File: src/rtl/joypad_port_if.sv
`default_nettype none
// ============================================================================
// Module      : joypad_port_if
// Description : CPU-side bus bundle for the $4016/$4017 controller ports:
//               read strobes, OUT latch bits, read data and its enable.
// Revision    : 1.0  initial release
// ============================================================================
interface joypad_port_if;
    logic       naddr4016r;   // active-low read of $4016 (pad 1)
    logic       naddr4017r;   // active-low read of $4017 (pad 2)
    logic [2:0] addr4016w;    // OUT2..OUT0 as latched by $4016 writes
    logic [7:0] joy_data;     // read data toward the CPU data_in mux
    logic       joy_oe;       // read data valid this cycle

    // CPU / bus-decoder side
    modport master (
        output naddr4016r,
        output naddr4017r,
        output addr4016w,
        input  joy_data,
        input  joy_oe
    );

    // Controller-port responder side
    modport slave (
        input  naddr4016r,
        input  naddr4017r,
        input  addr4016w,
        output joy_data,
        output joy_oe
    );
endinterface
`default_nettype wire

File: src/rtl/joypad_port.sv
`default_nettype none
// ============================================================================
// Module      : joypad_port
// Description : Two standard NES pads behind the $4016/$4017 read strobes.
//               Each pad is an 8-bit parallel-load / serial-out register
//               loaded while OUT0 is high and advanced once per read burst.
//               Optional turbo (macro JOYPAD_TURBO_EN) ORs a square wave
//               into the A/B buttons of either pad.
// Revision    : 1.0  initial release
// ============================================================================
module joypad_port #(
    parameter logic [6:0] OPEN_BUS_HI       = 7'h20,
    parameter int         TURBO_HALF_PERIOD = 14915
) (
    input  logic          clock,
    input  logic          reset,
    joypad_port_if.slave  bus,
    input  logic [7:0]    buttons_p1,
    input  logic [7:0]    buttons_p2,
    input  logic [1:0]    turbo_p1,
    input  logic [1:0]    turbo_p2
);

    logic       w_strobe;
    logic       w_rd1;
    logic       w_rd2;
    logic [7:0] w_eff_p1;
    logic [7:0] w_eff_p2;
    logic       w_bit1;
    logic       w_bit2;

    logic [7:0] r_sr1;
    logic [7:0] r_sr2;
    logic       r_rd1_prev;
    logic       r_rd2_prev;

    // Only OUT0 matters to a standard pad; OUT1/OUT2 are expansion-port lines.
    logic w_unused_out;
    assign w_unused_out = ^bus.addr4016w[2:1];

    assign w_strobe = bus.addr4016w[0];
    assign w_rd1    = ~bus.naddr4016r;
    assign w_rd2    = ~bus.naddr4017r;

`ifdef JOYPAD_TURBO_EN
    localparam logic [15:0] c_turbo_last = 16'(TURBO_HALF_PERIOD - 1);

    logic [15:0] r_turbo_cnt;
    logic        r_turbo_phase;

    // Free-running half-period counter; phase flips each time it wraps.
    always_ff @(posedge clock or posedge reset) begin
        if (reset) begin
            r_turbo_cnt   <= 16'd0;
            r_turbo_phase <= 1'b0;
        end else if (r_turbo_cnt == c_turbo_last) begin
            r_turbo_cnt   <= 16'd0;
            r_turbo_phase <= ~r_turbo_phase;
        end else begin
            r_turbo_cnt   <= r_turbo_cnt + 16'd1;
        end
    end

    assign w_eff_p1 = buttons_p1 | {6'b0, turbo_p1 & {2{r_turbo_phase}}};
    assign w_eff_p2 = buttons_p2 | {6'b0, turbo_p2 & {2{r_turbo_phase}}};
`else
    // Turbo hardware is absent: the turbo selects and period have no effect.
    localparam int c_unused_half_period = TURBO_HALF_PERIOD;
    logic w_unused_turbo;
    assign w_unused_turbo = ^{turbo_p1, turbo_p2};

    assign w_eff_p1 = buttons_p1;
    assign w_eff_p2 = buttons_p2;
`endif

    // While strobed the pad is transparent, so the serial bit is the live A.
    assign w_bit1 = w_strobe ? w_eff_p1[0] : r_sr1[0];
    assign w_bit2 = w_strobe ? w_eff_p2[0] : r_sr2[0];

    // Parallel load while strobed, else one shift at the start of each read burst.
    always_ff @(posedge clock or posedge reset) begin
        if (reset) begin
            r_sr1 <= 8'h00;
            r_sr2 <= 8'h00;
        end else if (w_strobe) begin
            r_sr1 <= w_eff_p1;
            r_sr2 <= w_eff_p2;
        end else begin
            if (w_rd1 && r_rd1_prev) begin
                r_sr1 <= {1'b1, r_sr1[7:1]};
            end
            if (w_rd2 && r_rd2_prev) begin
                r_sr2 <= {1'b1, r_sr2[7:1]};
            end
        end
    end

    // Remember the previous strobe level so a multi-cycle read shifts only once.
    always_ff @(posedge clock or posedge reset) begin
        if (reset) begin
            r_rd1_prev <= 1'b1;
            r_rd2_prev <= 1'b1;
        end else begin
            r_rd1_prev <= bus.naddr4016r;
            r_rd2_prev <= bus.naddr4017r;
        end
    end

    // Read-data mux: $4016 has priority if both strobes are (illegally) low.
    always_comb begin
        bus.joy_oe   = w_rd1 | w_rd2;
        bus.joy_data = 8'h00;
        if (w_rd1) begin
            bus.joy_data = {OPEN_BUS_HI, w_bit1};
        end else if (w_rd2) begin
            bus.joy_data = {OPEN_BUS_HI, w_bit2};
        end
    end

endmodule
`default_nettype wire
File: src/flat_wrapper.sv
// flat-port wrapper written by rule: the top's interface ports become plain ports
module joypad_port_flat 
#(
    parameter logic [6:0] OPEN_BUS_HI       = 7'h20,
    parameter int         TURBO_HALF_PERIOD = 14915
)
  (clock, reset, buttons_p1, buttons_p2, turbo_p1, turbo_p2, bus_naddr4016r, bus_naddr4017r, bus_addr4016w, bus_joy_data, bus_joy_oe);
  joypad_port_if bus_i ();
  input  logic clock;
  input  logic reset;
  input  logic [7:0] buttons_p1;
  input  logic [7:0] buttons_p2;
  input  logic [1:0] turbo_p1;
  input  logic [1:0] turbo_p2;
  input wire logic [$bits(bus_i.naddr4016r)-1:0] bus_naddr4016r;
  input wire logic [$bits(bus_i.naddr4017r)-1:0] bus_naddr4017r;
  input wire logic [$bits(bus_i.addr4016w)-1:0] bus_addr4016w;
  output wire logic [$bits(bus_i.joy_data)-1:0] bus_joy_data;
  output wire logic [$bits(bus_i.joy_oe)-1:0] bus_joy_oe;
  assign bus_i.naddr4016r = bus_naddr4016r;
  assign bus_i.naddr4017r = bus_naddr4017r;
  assign bus_i.addr4016w = bus_addr4016w;
  assign bus_joy_data = bus_i.joy_data;
  assign bus_joy_oe = bus_i.joy_oe;
  joypad_port #(.OPEN_BUS_HI(OPEN_BUS_HI), .TURBO_HALF_PERIOD(TURBO_HALF_PERIOD)) u_core (.clock(clock), .reset(reset), .bus(bus_i), .buttons_p1(buttons_p1), .buttons_p2(buttons_p2), .turbo_p1(turbo_p1), .turbo_p2(turbo_p2));
endmodule
File: config.mk
export PLATFORM = sky130hd
export DESIGN_NAME = joypad_port_flat
export DESIGN_NICKNAME = d
export VERILOG_FILES = /design/src/rtl/joypad_port_if.sv /design/src/rtl/joypad_port.sv /design/src/flat_wrapper.sv
export SDC_FILE = /design/constraint.sdc
export NUM_CORES = 1
export LEC_CHECK = 0
export CAP_MARGIN = 20
export CORE_MARGIN = 2
export CORE_UTILIZATION = 48
export CTS_CLUSTER_DIAMETER = 80
export CTS_CLUSTER_SIZE = 8
export DETAILED_ROUTE_END_ITERATION = 16
export GPL_TIMING_DRIVEN = 0
export MAX_ROUTING_LAYER = met4
export PLACE_DENSITY = 0.95
export SETUP_SLACK_MARGIN = 0.15
export SLEW_MARGIN = 20
export SYNTH_ARGS = -nofsm -noshare
export SYNTH_HDL_FRONTEND = slang
export SYNTH_SLANG_ARGS = --single-unit
File: constraint.sdc
create_clock -name clock -period 2.4 [get_ports clock]
set_input_delay 0.72 -clock clock [delete_from_list [all_inputs] [get_ports clock]]
set_output_delay 0.72 -clock clock [all_outputs]
set_load 0.05 [all_outputs]
; ---- Word level (Yosys, flattened, before mapping)
; Cells that the tools add are included.
[word_totals]
ff_bits = 18
latchBits = 0
ram_bits = 0
romBits = 0
out_inout_bits = 9
word_cells = 19
mem_count = 0
[op_classes]
addsub = 0
n_mul = 0
div_mod_pow = 0
magnitude_cmp = 0
n_eq_ne = 0
shifts = 0
mux = 8
bitwise = 3
reduce_logical = 4
[ops]
columns = operator, count
row1 = $mux W8, 5
row2 = $mux W7, 1
row3 = $reduce_bool A2 Y1, 2
row4 = $logic_and A1 B1 Y1, 2
row5 = $mux W1, 2
row6 = $not A1 Y1, 2
row7 = $or A1 B1 Y1, 1

; ---- Longest topological paths before layout
; Gate-level depths: netlist of the first run.
[logic_depth]
word_depth = 4
ltp_mapped = 4
depth_no_buf = 2

; ---- Least setup slack after synthesis of the first run
; OpenSTA, ideal clock, no wires.
[synth_path]
kind = input -> output
from = in bus_naddr4016r
to = out bus_joy_data[0]
t_arrival_ns = 1.868
path_slack_ns = -0.188
cell_stages = 3
path_buffers = 1
cell_sequence = buf_2 > or2b_1 > o22ai_1
[synth_via]
elab_chain_cells = 1
[synth_lines]
columns = element, line_no
row1 = start: declaration, flat_wrapper.sv:15  ; input wire logic [$bits(bus_i.naddr4016r)-1:0] bus_naddr4016r;
row2 = $mux W8, joypad_port.sv:113  ; if (w_rd1) begin
row3 = end: declaration, flat_wrapper.sv:18  ; output wire logic [$bits(bus_i.joy_data)-1:0] bus_joy_data;
; No other way between the ends.

; ---- Final worst setup path of the first run
[layout_path]
from = in bus_addr4016w[0]
to = out bus_joy_data[0]
[layout_via]
elab_chain_cells = 3
word_cells_on_any_way = 4
[layout_lines]
columns = element, line_no
row1 = start: declaration, flat_wrapper.sv:17  ; input wire logic [$bits(bus_i.addr4016w)-1:0] bus_addr4016w;
row2 = $mux W1, joypad_port.sv:78  ; assign w_bit2 = w_strobe ? w_eff_p2[0] : r_sr2[0];
row3 = $mux W7, joypad_port.sv:115  ; end else if (w_rd2) begin
row4 = $mux W8 *, joypad_port.sv:113
; Every way passes the cells marked *; elsewhere a longest branch is shown, timed or not.

==> results.py, run 1 <==
metrics = {
    "pwr": {
        "ir_drop_uv": 443.3,
        "leakagePower_nw": 0.5985,
        "p_sw_share_pct": 28.23,
        "power_density_nw_per_um2": 484.8,
        "combPwrFrac_pct": 28.3,
        "p_int_mw": 0.4937,
        "p_sw_mw": 0.1941,
        "p_clk_share_pct": 20.5,
        "p_seq_share_pct": 51.2,
    },
    "synth": {
        "yosysTopAreaCell": "dfrtp_1",
        "ys.flop_type": "dfrtp_1",
        "synth_edf_count": 0,
        "yosysTopAreaCellShare_pct": 37.83,
        "ys_ff_latch": 18,
        "synth_seq_area_share_pct": 42.79,
        "syn_area_um2": 1059,
        "ys_warn_count": 0,
        "syn-instance-count": 96,
        "avgSynthCellArea_um2": 11.03,
        "synth.area.top_cells": "dfrtp_1 38%, nand4bb_1 7.4%, a221o_1 6.6%",
        "ys_types": 23,
        "async_reset_ff_share_pct": 100.0,
    },
    "floorplanning": {
        "die-area_um2": 2597,
        "io_pins": 36,
        "die_w_um": 50.96,
        "coreArea_um2": 2148,
        "start_util_pct": 49.27,
        "die_h_um": 50.96,
        "rows": 17,
    },
    "global_route": {
        "grt_use_met1_pct": 22.64,
        "grt_pass1_vias": 803,
        "grt_use_met3_pct": 2.924,
        "grtUsageMet2_pct": 31.82,
        "antenna_found_initial": 0,
        "grt-ovfl-total": 0,
        "grt_pass1_wl_um": 3567,
        "busiest_layer": "met2",
        "grt_max_degree": 19,
        "grt.total_usage_pct": 18.57,
    },
    "setup_path": {
        "cp_max_fo": 10,
        "worstPathRequired_ns": 1.68,
        "cp.arrival_ns": 1.51,
        "r2r_start": "u_core.r_rd1_prev$_DFF_PP1_",
        "critPathCaptureType": "primary output",
        "critPathLaunchType": "input port",
        "criticalPathCategory": "in -> out",
        "startpoint": "bus_addr4016w[0]",
    },
    "detailed_routing": {
        "drcViolationCount": 0,
        "final_antenna_net_count": 0,
        "drt-total-wl_um": 2178,
        "drtIter0Drc": 11,
        "wl_per_cell_um": 13.96,
        "drt_pass1_iterations": 4,
        "via_per_inst": 5.212,
        "vias": 813,
    },
    "sta": {
        "rsz0062_at_grt": "true",
        "max_slew.worst_pin.slew_ns": 0.6697,
        "fin_skew_ns": 0.002275,
        "slew_headroom_pct": 55.30,
        "hold_viol": 0,
        "period_needed_ns": 2.231,
        "maxSlewViolCount": 0,
        "setup_viol": 0,
        "max_clock_freq_mhz": 448.2,
        "fin_crit_sh_pct": 92.96,
        "finalSetupTns_ns": 0,
        "timing.hold.ws_ns": 0.5199,
    },
    "finish": {
        "syn2layout_area_growth_pct": 34.04,
        "insertedDiodeCount": 0,
        "fin_util_pct": 66.05,
        "fillerInstances": 182,
        "fin_nets": 157,
        "final_common_cell": "dfrtp_1",
        "drive_above_1_share_pct": 24.22,
        "final_cell_mix": "16 x dfrtp_1, 15 x clkdlybuf4s50_1, 10 x buf_4, 9 x nor2b_1",
    },
    "run": {
        "drv_cap": 0,
    },
    "clock_tree": {
        "cts_max_level": 1,
        "cts.sinks": 18,
        "clk-insertion-delay-late_ns": 0.28,
        "cts-buffers-inserted": 3,
        "cts_buffer_depth": 2,
        "tritoncts": "done",
        "cts-root-buf": "clkbuf_4",
        "clkTransAtPathRegs_ns": 0.09,
    },
    "min_path": {
        "hold_start": "u_core.r_sr2[7]$_DFFE_PP0P_",
        "min_path_type": "reg -> reg",
    },
    "placed_design": {
        "dpl.hpwl_um": 1517,
        "io_buffers": 22,
        "globalplace.congestion": 0.7547,
    },
    "outcome": {
        "status": "finished clean",
    },
}
[repair_timing]
item | 4_1_cts | 5_1_grt
hold buffers | 0 | 0
resized for setup | 29 | 6
pin swaps | 1 | 1
endpoints found under the hold margin | 0 | 0
setup buffers | 2 | 0
setup endpoints to repair | 3 | 1
[cells in the mapped netlist, drive strengths merged (5+ instances only)]
cell     number
a221o         7
dfrtp        16
nand4bb       7
nand2b        8
nor2b         9
nor4bb        5
o211ai        6
buf          15
nand2         8
[layer usage]
| layer | up-vias | share of wire (%) |
|---|---|---|
| met5 | - | 0 |
| met4 | 0 | 0.28 |
| met3 | 2 | 4.1 |
| met2 | 21 | 51 |
| met1 | 383 | 44 |
| li1 | 407 | - |
[power by group through the flow]
stage	clock network (mW)	registers [mW]	logic, mW
after floorplan	0	0.350	0.130
after global placement	0	0.354	0.181
after detailed placement	0	0.356	0.185
after CTS	0.147	0.350	0.190
after global routing	0.163	0.356	0.211
final	0.141	0.352	0.195
[kinds of logic after synthesis]
| kind of cell | Yosys count | synth area share (%) |
|---|---|---|
| buf+inv | 17 | 12.17 |
| flops | 18 | 42.79 |
| other cells | 1 | 0.3543 |
| compound gates | 17 | 14.30 |
| mux | 2 | 1.891 |
| simple gates | 41 | 28.49 |
[layout make-up]
| type | instances | area (um2) | share of cell area (%) |
|---|---|---|---|
| timing repair buffer | 24 | 239.0 | 16.84 |
| buffer | 15 | 127.6 | 8.995 |
| sequential | 18 | 452.9 | 31.92 |
| inverter | 2 | 7.507 | 0.5291 |
| multi-input combinational | 66 | 534.3 | 37.65 |
| tap | 28 | 35.03 | 2.469 |
| clock buffer | 3 | 22.52 | 1.587 |
[metrics by stage]
stage | cells | power, mW | instance area [um2] | setup slack [ns]
6_report | 156 | 0.6878 | 1419 | 0.1690
5_1_grt | 156 | 0.7297 | 1419 | 0.1393
4_1_cts | 156 | 0.6873 | 1391 | 0.1572
3_5_place_dp | 151 | 0.5409 | 1346 | -1.035
3_3_place_gp | 151 | 0.5349 | 1346 | -1.017
2_1_floorplan | 101 | 0.4803 | 1091 | 0.1446
[final timing paths]
kind                                                    end  slack (ns)  cells after the start
worst max-delay path                        bus_joy_data[0]        0.17                      5
worst min-delay path            u_core.r_sr2[7]$_DFFE_PP0P_        0.52                      1
worst max register to register  u_core.r_sr1[6]$_DFFE_PP0P_        1.14                      3
worst min register to register  u_core.r_sr2[7]$_DFFE_PP0P_        0.52                      1
max in group asynchronous       u_core.r_sr1[5]$_DFFE_PP0P_        1.15                      2
min in group asynchronous       u_core.r_sr2[4]$_DFFE_PP0P_        0.83                      2
[state kept, by name, summed over array words and instances (netlist names)]
register / flops
u_core.r_sr1: 8
u_core.r_rd2_prev: 1
u_core.r_sr2: 8
u_core.r_rd1_prev: 1
[critical path, stage by stage]
cell and delay (ns):
buf_6 0.12, buf_8 0.15, mux2i_4 0.19, o22ai_4 0.15, buf_6 0.18
(Power assumes the default switching activity.)
==> run 2, diff against run 1 <==
--- a/config.mk
+++ b/config.mk
@@ -11,6 +11,7 @@
 export CTS_CLUSTER_DIAMETER = 80
 export CTS_CLUSTER_SIZE = 8
 export DETAILED_ROUTE_END_ITERATION = 16
+export GPL_ROUTABILITY_DRIVEN = 0
 export GPL_TIMING_DRIVEN = 0
 export MAX_ROUTING_LAYER = met4
 export PLACE_DENSITY = 0.95
==> results of run 2 <==
The final DEF is identical to that of run 1; final timing and power are the same.
